### src/rtl/axi_defs.sv
// Shared definitions for the CPU sram-like to AXI bridge: bus widths, default IDs,
// fixed AXI attribute values and the read/write FSM state encodings.
package axi_defs;

    localparam int unsigned ADDR_W = 32;
    localparam int unsigned DATA_W = 32;
    localparam int unsigned ID_W   = 4;
    localparam int unsigned STRB_W = DATA_W / 8;

    localparam logic [ID_W-1:0] DEF_ID_INST = 4'd0;
    localparam logic [ID_W-1:0] DEF_ID_DATA = 4'd1;

    // Single-beat, non-cached, non-privileged transfers only
    localparam logic [3:0] AXI_LEN_SINGLE  = 4'd0;
    localparam logic [1:0] AXI_BURST_INCR  = 2'b01;
    localparam logic [1:0] AXI_LOCK_NORMAL = 2'b00;
    localparam logic [3:0] AXI_CACHE_NONE  = 4'd0;
    localparam logic [2:0] AXI_PROT_NONE   = 3'd0;

    typedef enum logic [1:0] {
        RD_IDLE = 2'd0,
        RD_AR   = 2'd1,
        RD_R    = 2'd2
    } rd_state_e;

    typedef enum logic [1:0] {
        WR_IDLE = 2'd0,
        WR_AWW  = 2'd1,
        WR_B    = 2'd2
    } wr_state_e;

endpackage

### src/rtl/cpu_axi_bridge_if.sv
// AXI3 master bus between the bridge and the memory system.
// master: bridge side (drives AR/AW/W, rready, bready)
// slave : memory side (drives arready, R channel, awready, wready, bvalid)
interface cpu_axi_bridge_if;
    import axi_defs::*;

    logic [ID_W-1:0]   arid;
    logic [ADDR_W-1:0] araddr;
    logic [3:0]        arlen;
    logic [2:0]        arsize;
    logic [1:0]        arburst;
    logic [1:0]        arlock;
    logic [3:0]        arcache;
    logic [2:0]        arprot;
    logic              arvalid;
    logic              arready;

    logic [ID_W-1:0]   rid;
    logic [DATA_W-1:0] rdata;
    logic              rvalid;
    logic              rready;

    logic [ID_W-1:0]   awid;
    logic [ADDR_W-1:0] awaddr;
    logic [3:0]        awlen;
    logic [2:0]        awsize;
    logic [1:0]        awburst;
    logic [1:0]        awlock;
    logic [3:0]        awcache;
    logic [2:0]        awprot;
    logic              awvalid;
    logic              awready;

    logic [ID_W-1:0]   wid;
    logic [DATA_W-1:0] wdata;
    logic [STRB_W-1:0] wstrb;
    logic              wlast;
    logic              wvalid;
    logic              wready;

    logic              bvalid;
    logic              bready;

    modport master (
        output arid, araddr, arlen, arsize, arburst, arlock, arcache, arprot, arvalid,
        input  arready,
        input  rid, rdata, rvalid,
        output rready,
        output awid, awaddr, awlen, awsize, awburst, awlock, awcache, awprot, awvalid,
        input  awready,
        output wid, wdata, wstrb, wlast, wvalid,
        input  wready,
        input  bvalid,
        output bready
    );

    modport slave (
        input  arid, araddr, arlen, arsize, arburst, arlock, arcache, arprot, arvalid,
        output arready,
        output rid, rdata, rvalid,
        input  rready,
        input  awid, awaddr, awlen, awsize, awburst, awlock, awcache, awprot, awvalid,
        output awready,
        input  wid, wdata, wstrb, wlast, wvalid,
        output wready,
        output bvalid,
        input  bready
    );

endinterface

### src/rtl/sram_strb_gen.sv
// Decodes an sram-like size/byte offset into AXI transfer size and write strobes.
// Ports: i_size (0=byte,1=half,2=word), i_addr_lo (addr[1:0]),
//        o_axsize_c (AXI size), o_wstrb_c (byte lane enables).
module sram_strb_gen
    import axi_defs::*;
(
    input  logic [1:0]        i_size,
    input  logic [1:0]        i_addr_lo,
    output logic [2:0]        o_axsize_c,
    output logic [STRB_W-1:0] o_wstrb_c
);

    // Size 3 is undefined on the CPU side; treat it as a full word
    always_comb begin
        o_axsize_c = 3'd2;
        o_wstrb_c  = 4'b1111;
        case (i_size)
            2'd0: begin
                o_axsize_c = 3'd0;
                o_wstrb_c  = 4'(4'b0001 << i_addr_lo);
            end
            2'd1: begin
                o_axsize_c = 3'd1;
                o_wstrb_c  = 4'(4'b0011 << i_addr_lo);
            end
            default: ;
        endcase
    end

endmodule

### src/rtl/cpu_axi_bridge.sv
// Bridges an instruction and a data sram-like port onto one AXI3 master.
// One outstanding read (inst or data, tagged by ID) and one outstanding write (data only).
// Ports: clk/resetn (sync active-low), inst_sram_* and data_sram_* CPU ports
//        (addrok combinational handshake, dataok registered pulse), axi master bus.
module cpu_axi_bridge
    import axi_defs::*;
#(
    parameter logic [ID_W-1:0] ID_INST = DEF_ID_INST,
    parameter logic [ID_W-1:0] ID_DATA = DEF_ID_DATA
) (
    input  logic              clk,
    input  logic              resetn,

    input  logic              inst_sram_req,
    input  logic              inst_sram_wr,
    input  logic [1:0]        inst_sram_size,
    input  logic [ADDR_W-1:0] inst_sram_addr,
    input  logic [DATA_W-1:0] inst_sram_wdata,
    output logic [DATA_W-1:0] inst_sram_rdata,
    output logic              inst_sram_addrok,
    output logic              inst_sram_dataok,

    input  logic              data_sram_req,
    input  logic              data_sram_wr,
    input  logic [1:0]        data_sram_size,
    input  logic [ADDR_W-1:0] data_sram_addr,
    input  logic [DATA_W-1:0] data_sram_wdata,
    output logic [DATA_W-1:0] data_sram_rdata,
    output logic              data_sram_addrok,
    output logic              data_sram_dataok,

    cpu_axi_bridge_if.master  axi
);

    rd_state_e         r_rd_state, w_rd_next;
    wr_state_e         r_wr_state, w_wr_next;

    logic [ID_W-1:0]   r_arid;
    logic [ADDR_W-1:0] r_araddr;
    logic [2:0]        r_arsize;
    logic              r_arvalid, r_rready;
    logic [DATA_W-1:0] r_rdata;
    logic              r_inst_dataok;

    logic [ADDR_W-1:0] r_awaddr;
    logic [2:0]        r_awsize;
    logic [DATA_W-1:0] r_wdata;
    logic [STRB_W-1:0] r_wstrb;
    logic              r_awvalid, r_wvalid, r_bready;
    logic              r_data_dataok, r_wr_ok_pend;

    logic              w_data_rd_req, w_inst_rd_req, w_raw_hazard;
    logic              w_data_rd_go, w_inst_rd_go, w_data_wr_go;
    logic [1:0]        w_rd_size;
    logic [ADDR_W-1:0] w_rd_addr;
    logic [2:0]        w_rd_axsize, w_wr_axsize;
    logic [STRB_W-1:0] w_wr_wstrb, w_rd_strb_unused;
    logic              w_r_hs, w_aw_hs, w_w_hs, w_b_hs;
    logic              w_rd_data_ok, w_wr_ok;
    logic              w_unused;

    // Request acceptance; data read beats inst read, and a data read must not pass
    // an unfinished write to the same word
    assign w_data_rd_req = data_sram_req & ~data_sram_wr;
    assign w_inst_rd_req = inst_sram_req & ~inst_sram_wr;
    assign w_raw_hazard  = (r_wr_state != WR_IDLE) && (r_awaddr[31:2] == data_sram_addr[31:2]);
    assign w_data_rd_go  = resetn & w_data_rd_req & (r_rd_state == RD_IDLE) & ~w_raw_hazard;
    assign w_inst_rd_go  = resetn & w_inst_rd_req & (r_rd_state == RD_IDLE) & ~w_data_rd_req;
    assign w_data_wr_go  = resetn & data_sram_req & data_sram_wr & (r_wr_state == WR_IDLE);

    assign inst_sram_addrok = w_inst_rd_go;
    assign data_sram_addrok = w_data_rd_go | w_data_wr_go;

    assign w_rd_size = w_data_rd_req ? data_sram_size : inst_sram_size;
    assign w_rd_addr = w_data_rd_req ? data_sram_addr : inst_sram_addr;

    sram_strb_gen u_rd_strb (
        .i_size     (w_rd_size),
        .i_addr_lo  (w_rd_addr[1:0]),
        .o_axsize_c (w_rd_axsize),
        .o_wstrb_c  (w_rd_strb_unused)
    );

    sram_strb_gen u_wr_strb (
        .i_size     (data_sram_size),
        .i_addr_lo  (data_sram_addr[1:0]),
        .o_axsize_c (w_wr_axsize),
        .o_wstrb_c  (w_wr_wstrb)
    );

    assign w_r_hs  = r_rready & axi.rvalid;
    assign w_aw_hs = r_awvalid & axi.awready;
    assign w_w_hs  = r_wvalid & axi.wready;
    assign w_b_hs  = r_bready & axi.bvalid;

    // Read FSM next state
    always_comb begin
        w_rd_next = r_rd_state;
        unique case (r_rd_state)
            RD_IDLE: if (w_data_rd_go | w_inst_rd_go) w_rd_next = RD_AR;
            RD_AR:   if (axi.arready)                 w_rd_next = RD_R;
            RD_R:    if (axi.rvalid)                  w_rd_next = RD_IDLE;
            default:                                  w_rd_next = RD_IDLE;
        endcase
    end

    // Read FSM state, AR payload and read response registers
    always_ff @(posedge clk) begin
        if (!resetn) begin
            r_rd_state    <= RD_IDLE;
            r_arvalid     <= 1'b0;
            r_rready      <= 1'b0;
            r_arid        <= '0;
            r_araddr      <= '0;
            r_arsize      <= '0;
            r_rdata       <= '0;
            r_inst_dataok <= 1'b0;
        end else begin
            r_rd_state    <= w_rd_next;
            r_arvalid     <= (w_rd_next == RD_AR);
            r_rready      <= (w_rd_next == RD_R);
            if (w_data_rd_go | w_inst_rd_go) begin
                r_arid   <= w_data_rd_go ? ID_DATA : ID_INST;
                r_araddr <= w_rd_addr;
                r_arsize <= w_rd_axsize;
            end
            if (w_r_hs) r_rdata <= axi.rdata;
            r_inst_dataok <= w_r_hs & (axi.rid == ID_INST);
        end
    end

    // Write FSM next state; AW and W may complete in either order
    always_comb begin
        w_wr_next = r_wr_state;
        unique case (r_wr_state)
            WR_IDLE: if (w_data_wr_go) w_wr_next = WR_AWW;
            WR_AWW:  if ((~r_awvalid | w_aw_hs) & (~r_wvalid | w_w_hs)) w_wr_next = WR_B;
            WR_B:    if (axi.bvalid)  w_wr_next = WR_IDLE;
            default:                  w_wr_next = WR_IDLE;
        endcase
    end

    // Write FSM state and AW/W payload registers
    always_ff @(posedge clk) begin
        if (!resetn) begin
            r_wr_state <= WR_IDLE;
            r_awvalid  <= 1'b0;
            r_wvalid   <= 1'b0;
            r_bready   <= 1'b0;
            r_awaddr   <= '0;
            r_awsize   <= '0;
            r_wdata    <= '0;
            r_wstrb    <= '0;
        end else begin
            r_wr_state <= w_wr_next;
            r_bready   <= (w_wr_next == WR_B);
            if (w_data_wr_go) begin
                r_awvalid <= 1'b1;
                r_wvalid  <= 1'b1;
                r_awaddr  <= data_sram_addr;
                r_awsize  <= w_wr_axsize;
                r_wdata   <= data_sram_wdata;
                r_wstrb   <= w_wr_wstrb;
            end else begin
                if (w_aw_hs) r_awvalid <= 1'b0;
                if (w_w_hs)  r_wvalid  <= 1'b0;
            end
        end
    end

    // Data-port dataok: a read completion wins the slot, a colliding write waits one cycle
    assign w_rd_data_ok = w_r_hs & (axi.rid == ID_DATA);
    assign w_wr_ok      = w_b_hs | r_wr_ok_pend;

    always_ff @(posedge clk) begin
        if (!resetn) begin
            r_data_dataok <= 1'b0;
            r_wr_ok_pend  <= 1'b0;
        end else begin
            r_data_dataok <= w_rd_data_ok | w_wr_ok;
            r_wr_ok_pend  <= w_rd_data_ok & w_wr_ok;
        end
    end

    assign inst_sram_rdata  = r_rdata;
    assign inst_sram_dataok = r_inst_dataok;
    assign data_sram_rdata  = r_rdata;
    assign data_sram_dataok = r_data_dataok;

    assign axi.arid    = r_arid;
    assign axi.araddr  = r_araddr;
    assign axi.arlen   = AXI_LEN_SINGLE;
    assign axi.arsize  = r_arsize;
    assign axi.arburst = AXI_BURST_INCR;
    assign axi.arlock  = AXI_LOCK_NORMAL;
    assign axi.arcache = AXI_CACHE_NONE;
    assign axi.arprot  = AXI_PROT_NONE;
    assign axi.arvalid = r_arvalid;
    assign axi.rready  = r_rready;

    assign axi.awid    = ID_DATA;
    assign axi.awaddr  = r_awaddr;
    assign axi.awlen   = AXI_LEN_SINGLE;
    assign axi.awsize  = r_awsize;
    assign axi.awburst = AXI_BURST_INCR;
    assign axi.awlock  = AXI_LOCK_NORMAL;
    assign axi.awcache = AXI_CACHE_NONE;
    assign axi.awprot  = AXI_PROT_NONE;
    assign axi.awvalid = r_awvalid;

    assign axi.wid     = ID_DATA;
    assign axi.wdata   = r_wdata;
    assign axi.wstrb   = r_wstrb;
    assign axi.wlast   = 1'b1;
    assign axi.wvalid  = r_wvalid;
    assign axi.bready  = r_bready;

    // Instruction writes are never accepted, so their data and the read-side strobes are dead
    assign w_unused = ^{inst_sram_wdata, w_rd_strb_unused};

endmodule

### src/flat_wrapper.sv
// flat-port wrapper written by rule: the top's interface ports become plain ports
module cpu_axi_bridge_flat import axi_defs::*;
#(
    parameter logic [ID_W-1:0] ID_INST = DEF_ID_INST,
    parameter logic [ID_W-1:0] ID_DATA = DEF_ID_DATA
)
  (clk, resetn, inst_sram_req, inst_sram_wr, inst_sram_size, inst_sram_addr, inst_sram_wdata, inst_sram_rdata, inst_sram_addrok, inst_sram_dataok, data_sram_req, data_sram_wr, data_sram_size, data_sram_addr, data_sram_wdata, data_sram_rdata, data_sram_addrok, data_sram_dataok, axi_arid, axi_araddr, axi_arlen, axi_arsize, axi_arburst, axi_arlock, axi_arcache, axi_arprot, axi_arvalid, axi_arready, axi_rid, axi_rdata, axi_rvalid, axi_rready, axi_awid, axi_awaddr, axi_awlen, axi_awsize, axi_awburst, axi_awlock, axi_awcache, axi_awprot, axi_awvalid, axi_awready, axi_wid, axi_wdata, axi_wstrb, axi_wlast, axi_wvalid, axi_wready, axi_bvalid, axi_bready);
  cpu_axi_bridge_if axi_i ();
  input  logic clk;
  input  logic resetn;
  input  logic inst_sram_req;
  input  logic inst_sram_wr;
  input  logic [1:0] inst_sram_size;
  input  logic [ADDR_W-1:0] inst_sram_addr;
  input  logic [DATA_W-1:0] inst_sram_wdata;
  output logic [DATA_W-1:0] inst_sram_rdata;
  output logic inst_sram_addrok;
  output logic inst_sram_dataok;
  input  logic data_sram_req;
  input  logic data_sram_wr;
  input  logic [1:0] data_sram_size;
  input  logic [ADDR_W-1:0] data_sram_addr;
  input  logic [DATA_W-1:0] data_sram_wdata;
  output logic [DATA_W-1:0] data_sram_rdata;
  output logic data_sram_addrok;
  output logic data_sram_dataok;
  output wire logic [$bits(axi_i.arid)-1:0] axi_arid;
  output wire logic [$bits(axi_i.araddr)-1:0] axi_araddr;
  output wire logic [$bits(axi_i.arlen)-1:0] axi_arlen;
  output wire logic [$bits(axi_i.arsize)-1:0] axi_arsize;
  output wire logic [$bits(axi_i.arburst)-1:0] axi_arburst;
  output wire logic [$bits(axi_i.arlock)-1:0] axi_arlock;
  output wire logic [$bits(axi_i.arcache)-1:0] axi_arcache;
  output wire logic [$bits(axi_i.arprot)-1:0] axi_arprot;
  output wire logic [$bits(axi_i.arvalid)-1:0] axi_arvalid;
  input wire logic [$bits(axi_i.arready)-1:0] axi_arready;
  input wire logic [$bits(axi_i.rid)-1:0] axi_rid;
  input wire logic [$bits(axi_i.rdata)-1:0] axi_rdata;
  input wire logic [$bits(axi_i.rvalid)-1:0] axi_rvalid;
  output wire logic [$bits(axi_i.rready)-1:0] axi_rready;
  output wire logic [$bits(axi_i.awid)-1:0] axi_awid;
  output wire logic [$bits(axi_i.awaddr)-1:0] axi_awaddr;
  output wire logic [$bits(axi_i.awlen)-1:0] axi_awlen;
  output wire logic [$bits(axi_i.awsize)-1:0] axi_awsize;
  output wire logic [$bits(axi_i.awburst)-1:0] axi_awburst;
  output wire logic [$bits(axi_i.awlock)-1:0] axi_awlock;
  output wire logic [$bits(axi_i.awcache)-1:0] axi_awcache;
  output wire logic [$bits(axi_i.awprot)-1:0] axi_awprot;
  output wire logic [$bits(axi_i.awvalid)-1:0] axi_awvalid;
  input wire logic [$bits(axi_i.awready)-1:0] axi_awready;
  output wire logic [$bits(axi_i.wid)-1:0] axi_wid;
  output wire logic [$bits(axi_i.wdata)-1:0] axi_wdata;
  output wire logic [$bits(axi_i.wstrb)-1:0] axi_wstrb;
  output wire logic [$bits(axi_i.wlast)-1:0] axi_wlast;
  output wire logic [$bits(axi_i.wvalid)-1:0] axi_wvalid;
  input wire logic [$bits(axi_i.wready)-1:0] axi_wready;
  input wire logic [$bits(axi_i.bvalid)-1:0] axi_bvalid;
  output wire logic [$bits(axi_i.bready)-1:0] axi_bready;
  assign axi_arid = axi_i.arid;
  assign axi_araddr = axi_i.araddr;
  assign axi_arlen = axi_i.arlen;
  assign axi_arsize = axi_i.arsize;
  assign axi_arburst = axi_i.arburst;
  assign axi_arlock = axi_i.arlock;
  assign axi_arcache = axi_i.arcache;
  assign axi_arprot = axi_i.arprot;
  assign axi_arvalid = axi_i.arvalid;
  assign axi_i.arready = axi_arready;
  assign axi_i.rid = axi_rid;
  assign axi_i.rdata = axi_rdata;
  assign axi_i.rvalid = axi_rvalid;
  assign axi_rready = axi_i.rready;
  assign axi_awid = axi_i.awid;
  assign axi_awaddr = axi_i.awaddr;
  assign axi_awlen = axi_i.awlen;
  assign axi_awsize = axi_i.awsize;
  assign axi_awburst = axi_i.awburst;
  assign axi_awlock = axi_i.awlock;
  assign axi_awcache = axi_i.awcache;
  assign axi_awprot = axi_i.awprot;
  assign axi_awvalid = axi_i.awvalid;
  assign axi_i.awready = axi_awready;
  assign axi_wid = axi_i.wid;
  assign axi_wdata = axi_i.wdata;
  assign axi_wstrb = axi_i.wstrb;
  assign axi_wlast = axi_i.wlast;
  assign axi_wvalid = axi_i.wvalid;
  assign axi_i.wready = axi_wready;
  assign axi_i.bvalid = axi_bvalid;
  assign axi_bready = axi_i.bready;
  cpu_axi_bridge #(.ID_INST(ID_INST), .ID_DATA(ID_DATA)) u_core (.clk(clk), .resetn(resetn), .inst_sram_req(inst_sram_req), .inst_sram_wr(inst_sram_wr), .inst_sram_size(inst_sram_size), .inst_sram_addr(inst_sram_addr), .inst_sram_wdata(inst_sram_wdata), .inst_sram_rdata(inst_sram_rdata), .inst_sram_addrok(inst_sram_addrok), .inst_sram_dataok(inst_sram_dataok), .data_sram_req(data_sram_req), .data_sram_wr(data_sram_wr), .data_sram_size(data_sram_size), .data_sram_addr(data_sram_addr), .data_sram_wdata(data_sram_wdata), .data_sram_rdata(data_sram_rdata), .data_sram_addrok(data_sram_addrok), .data_sram_dataok(data_sram_dataok), .axi(axi_i));
endmodule
### config.mk
export PLATFORM = sky130hd
export DESIGN_NAME = cpu_axi_bridge_flat
export DESIGN_NICKNAME = d
export VERILOG_FILES = /design/src/rtl/axi_defs.sv /design/src/rtl/cpu_axi_bridge_if.sv /design/src/rtl/sram_strb_gen.sv /design/src/rtl/cpu_axi_bridge.sv /design/src/flat_wrapper.sv
export SDC_FILE = /design/constraint.sdc
export NUM_CORES = 1
export LEC_CHECK = 0
export CAP_MARGIN = 20
export CELL_PAD_IN_SITES_DETAIL_PLACEMENT = 0
export CELL_PAD_IN_SITES_GLOBAL_PLACEMENT = 1
export CORE_MARGIN = 3
export CORE_UTILIZATION = 25
export DETAILED_ROUTE_END_ITERATION = 6
export PLACE_DENSITY = 0.87
export SLEW_MARGIN = 20
export SYNTH_ARGS = -nofsm -noshare
export SYNTH_HDL_FRONTEND = slang
export SYNTH_HIERARCHICAL = 1
export SYNTH_SLANG_ARGS = --single-unit
### constraint.sdc
create_clock -name clk -period 2.8 [get_ports clk]
set_input_delay 0.84 -clock clk [delete_from_list [all_inputs] [get_ports clk]]
set_output_delay 0.84 -clock clk [all_outputs]
set_load 0.005 [all_outputs]
==> results.cfg <==
[status]
status = finished, violations left
violations = negative setup slack

[grt]
track_usage_pct = 16.8
overflow = 0
grt_pass1_vias = 6999
grt_pass1_wl_um = 40800
grt_start_max_net_pins = 150
antenna_found_initial = 4

[pwr]
combPwrFrac_pct = 17.5
p_total_mw = 5.57
clkPwrFrac_pct = 40.2
p_per_area_mw_per_mm2 = 481
sw_frac_of_total_pct = 28.2
pwr-share-seq_pct = 42.3
switchingPower_mw = 1.57
leakagePower_nw = 4.19
vdd.ir_drop.worst_mv = 0.336
power.internal_mw = 4.00

[critical_path]
crit_fanout = 3
crit_type = input port to output port
rrSetupSlack_ps = 340
critPathBufInv = 3
path_delay_family = simple AND/OR/NAND/NOR gates
startpoint_type = input port
required_ps = 1960
critPathMaxStageDelay_ps = 280
reg2reg_depth = 8
critical_path.reg2reg.startpoint = u_core/r_rd_state[1]
slowest_stage = nor4_4
cp-end-kind = output port
worstPathCellList = clkdlybuf4s15_2, xor2_1, nor4_4, nand4_1, o21ai_1, buf_4, nand2b_1, buf_2
worstReg2RegEnd = u_core/axi.araddr[13]
worstPathArrival_ps = 2150

[floorplanning]
die_h_um = 178
start_util_pct = 25.6
die_area_mm2 = 0.0318
die_w_um = 178
coreArea_mm2 = 0.0290
io_pins = 401
num_rows = 62

[layout]
nets = 1387
final_common_cell = clkdlybuf4s50_1
layout_common_cells = clkdlybuf4s50_1 (291), nand2_1 (247), dfxtp_1 (151)
area_growth_pct = 56.2
design_area_mm2 = 0.0116
layout-drive-gt1-share_pct = 14.7

[clock_tree]
cts.sinks = 151
cts_buffers = 17
cts_root_buffer = clkbuf_16
worstSkewPairLatency_ps = 430
ctsHtreeMaxLevel = 4
clockBufferDepth = 2
cts_tree = done
cts.reportedPaths.clkPinSlew_ps = 70
postCtsHoldBufs = 0

[routing]
drt-initial-drc-count = 406
drt-total-wl_um = 27900
num_vias = 7402
viasPerCell = 4.61
drcViolationCount = 0
first_pass_iters = 5
antenna_left = 0
wl_per_cell_um = 17.4

[sta]
finalSetupViolCount = 1
rsz0062_at_grt = yes
fin_crit_ps = 2990
hold_ws_ps = 457
fin_crit_sh_pct = 107
max_freq_ghz = 0.334
fin_setup_tns_ps = -194
relSlewSlack_pct = 38.1
hold_viol_final = 0
worst_pin_slew_ps = 926
setup_ws_ps = -194
fin_skew_ps = 12.5
maxSlewViolCount = 0

[synthesis]
ys.warnings.count = 6
syn_inst = 927
synth_area_mm2 = 0.00742
avgSynthCellArea_um2 = 8.01

[run]
cap_violations = 0

[hold_path]
hp-class = flop to flop
min_path_cells = 2
hold_path_startpoint = u_core/axi.wdata[4]
min_to = u_core/axi.wdata[4]

[placement]
placed_area_mm2 = 0.0108
post-place-ws_ps = -1070
port_buffers = 326
gp_congestion = 0.762
dp_hpwl_um = 19800
flip-flops by register name, indices dropped and copies added, names as in the netlist:
name	flops
u_core/axi.araddr	32
u_core/axi.arid	1
u_core/axi.arsize	3
u_core/axi.arvalid	1
u_core/axi.awaddr	32
u_core/axi.awsize	3
u_core/axi.awvalid	1
u_core/axi.bready	1
u_core/axi.rready	1
u_core/axi.wdata	32
u_core/axi.wstrb	4
u_core/axi.wvalid	1
u_core/data_sram_dataok	1
u_core/data_sram_rdata	32
u_core/inst_sram_dataok	1
u_core/r_rd_state	2
u_core/r_wr_ok_pend	1
u_core/r_wr_state	2
repair_timing:
item / in CTS / in global routing
buffers inserted: 2 / 0
gates cloned: 0 / 0
pin swaps: 19 / 4
resized for setup: 149 / 5
setup endpoints to repair: 36 / 2
cell type report:
class                   instances  area, um^2
fillers                      2941       17400
multi-input cells             658        3930
repair buffers                377        3580
flip-flops and latches        151        3020
well taps                     384         480
clock buffers                  18         439
clock inverters                14         119
inverters                       3        11.3
diodes                          2        5.00
worst max path at each step:
stage	cells after the start	startpoint	end	slack, ps
3_5_place_dp	9	data_sram_addr[4]	data_sram_addrok	-1070
4_1_cts	9	data_sram_addr[12]	data_sram_addrok	-210
2_1_floorplan	5	resetn	inst_sram_addrok	-30
5_1_grt	9	data_sram_addr[12]	data_sram_addrok	-320
6_report	8	data_sram_addr[26]	data_sram_addrok	-190
3_3_place_gp	9	data_sram_addr[4]	data_sram_addrok	-1060
per-layer routing:
metal / wire (um) / track usage [%] / vias to the layer above
met5: 25 / 0 / -
met4: 282 / 4.09 / 4
met3: 2380 / 5.24 / 16
met2: 13600 / 29.0 / 292
met1: 11600 / 20.4 / 3448
li1: - / - / 3642
power groups by stage:
stage | Clock [mW] | Sequential, mW | Combinational [mW]
floorplan | 0 | 2.40 | 0.373
global placement | 0 | 2.39 | 0.950
detailed placement | 0 | 2.40 | 0.957
CTS | 2.33 | 2.36 | 0.989
global route | 2.41 | 2.37 | 1.06
finish | 2.24 | 2.36 | 0.972
worst reg2reg max path, delay by kind of cell, from the launching register on:
kind	cells	cell delay (ps)
DFF	1	330
buffers and inverters	4	1040
and+or+nand+nor	4	980
per-stage QoR:
| step | util (%) | instances |
|---|---|---|
| global placement | 37.3 | 1573 |
| finish | 39.9 | 1607 |
| CTS | 40.0 | 1605 |
| detailed placement | 37.3 | 1573 |
| floorplan | - | 967 |
| global route | 39.9 | 1607 |
(Power assumes the default switching activity.)
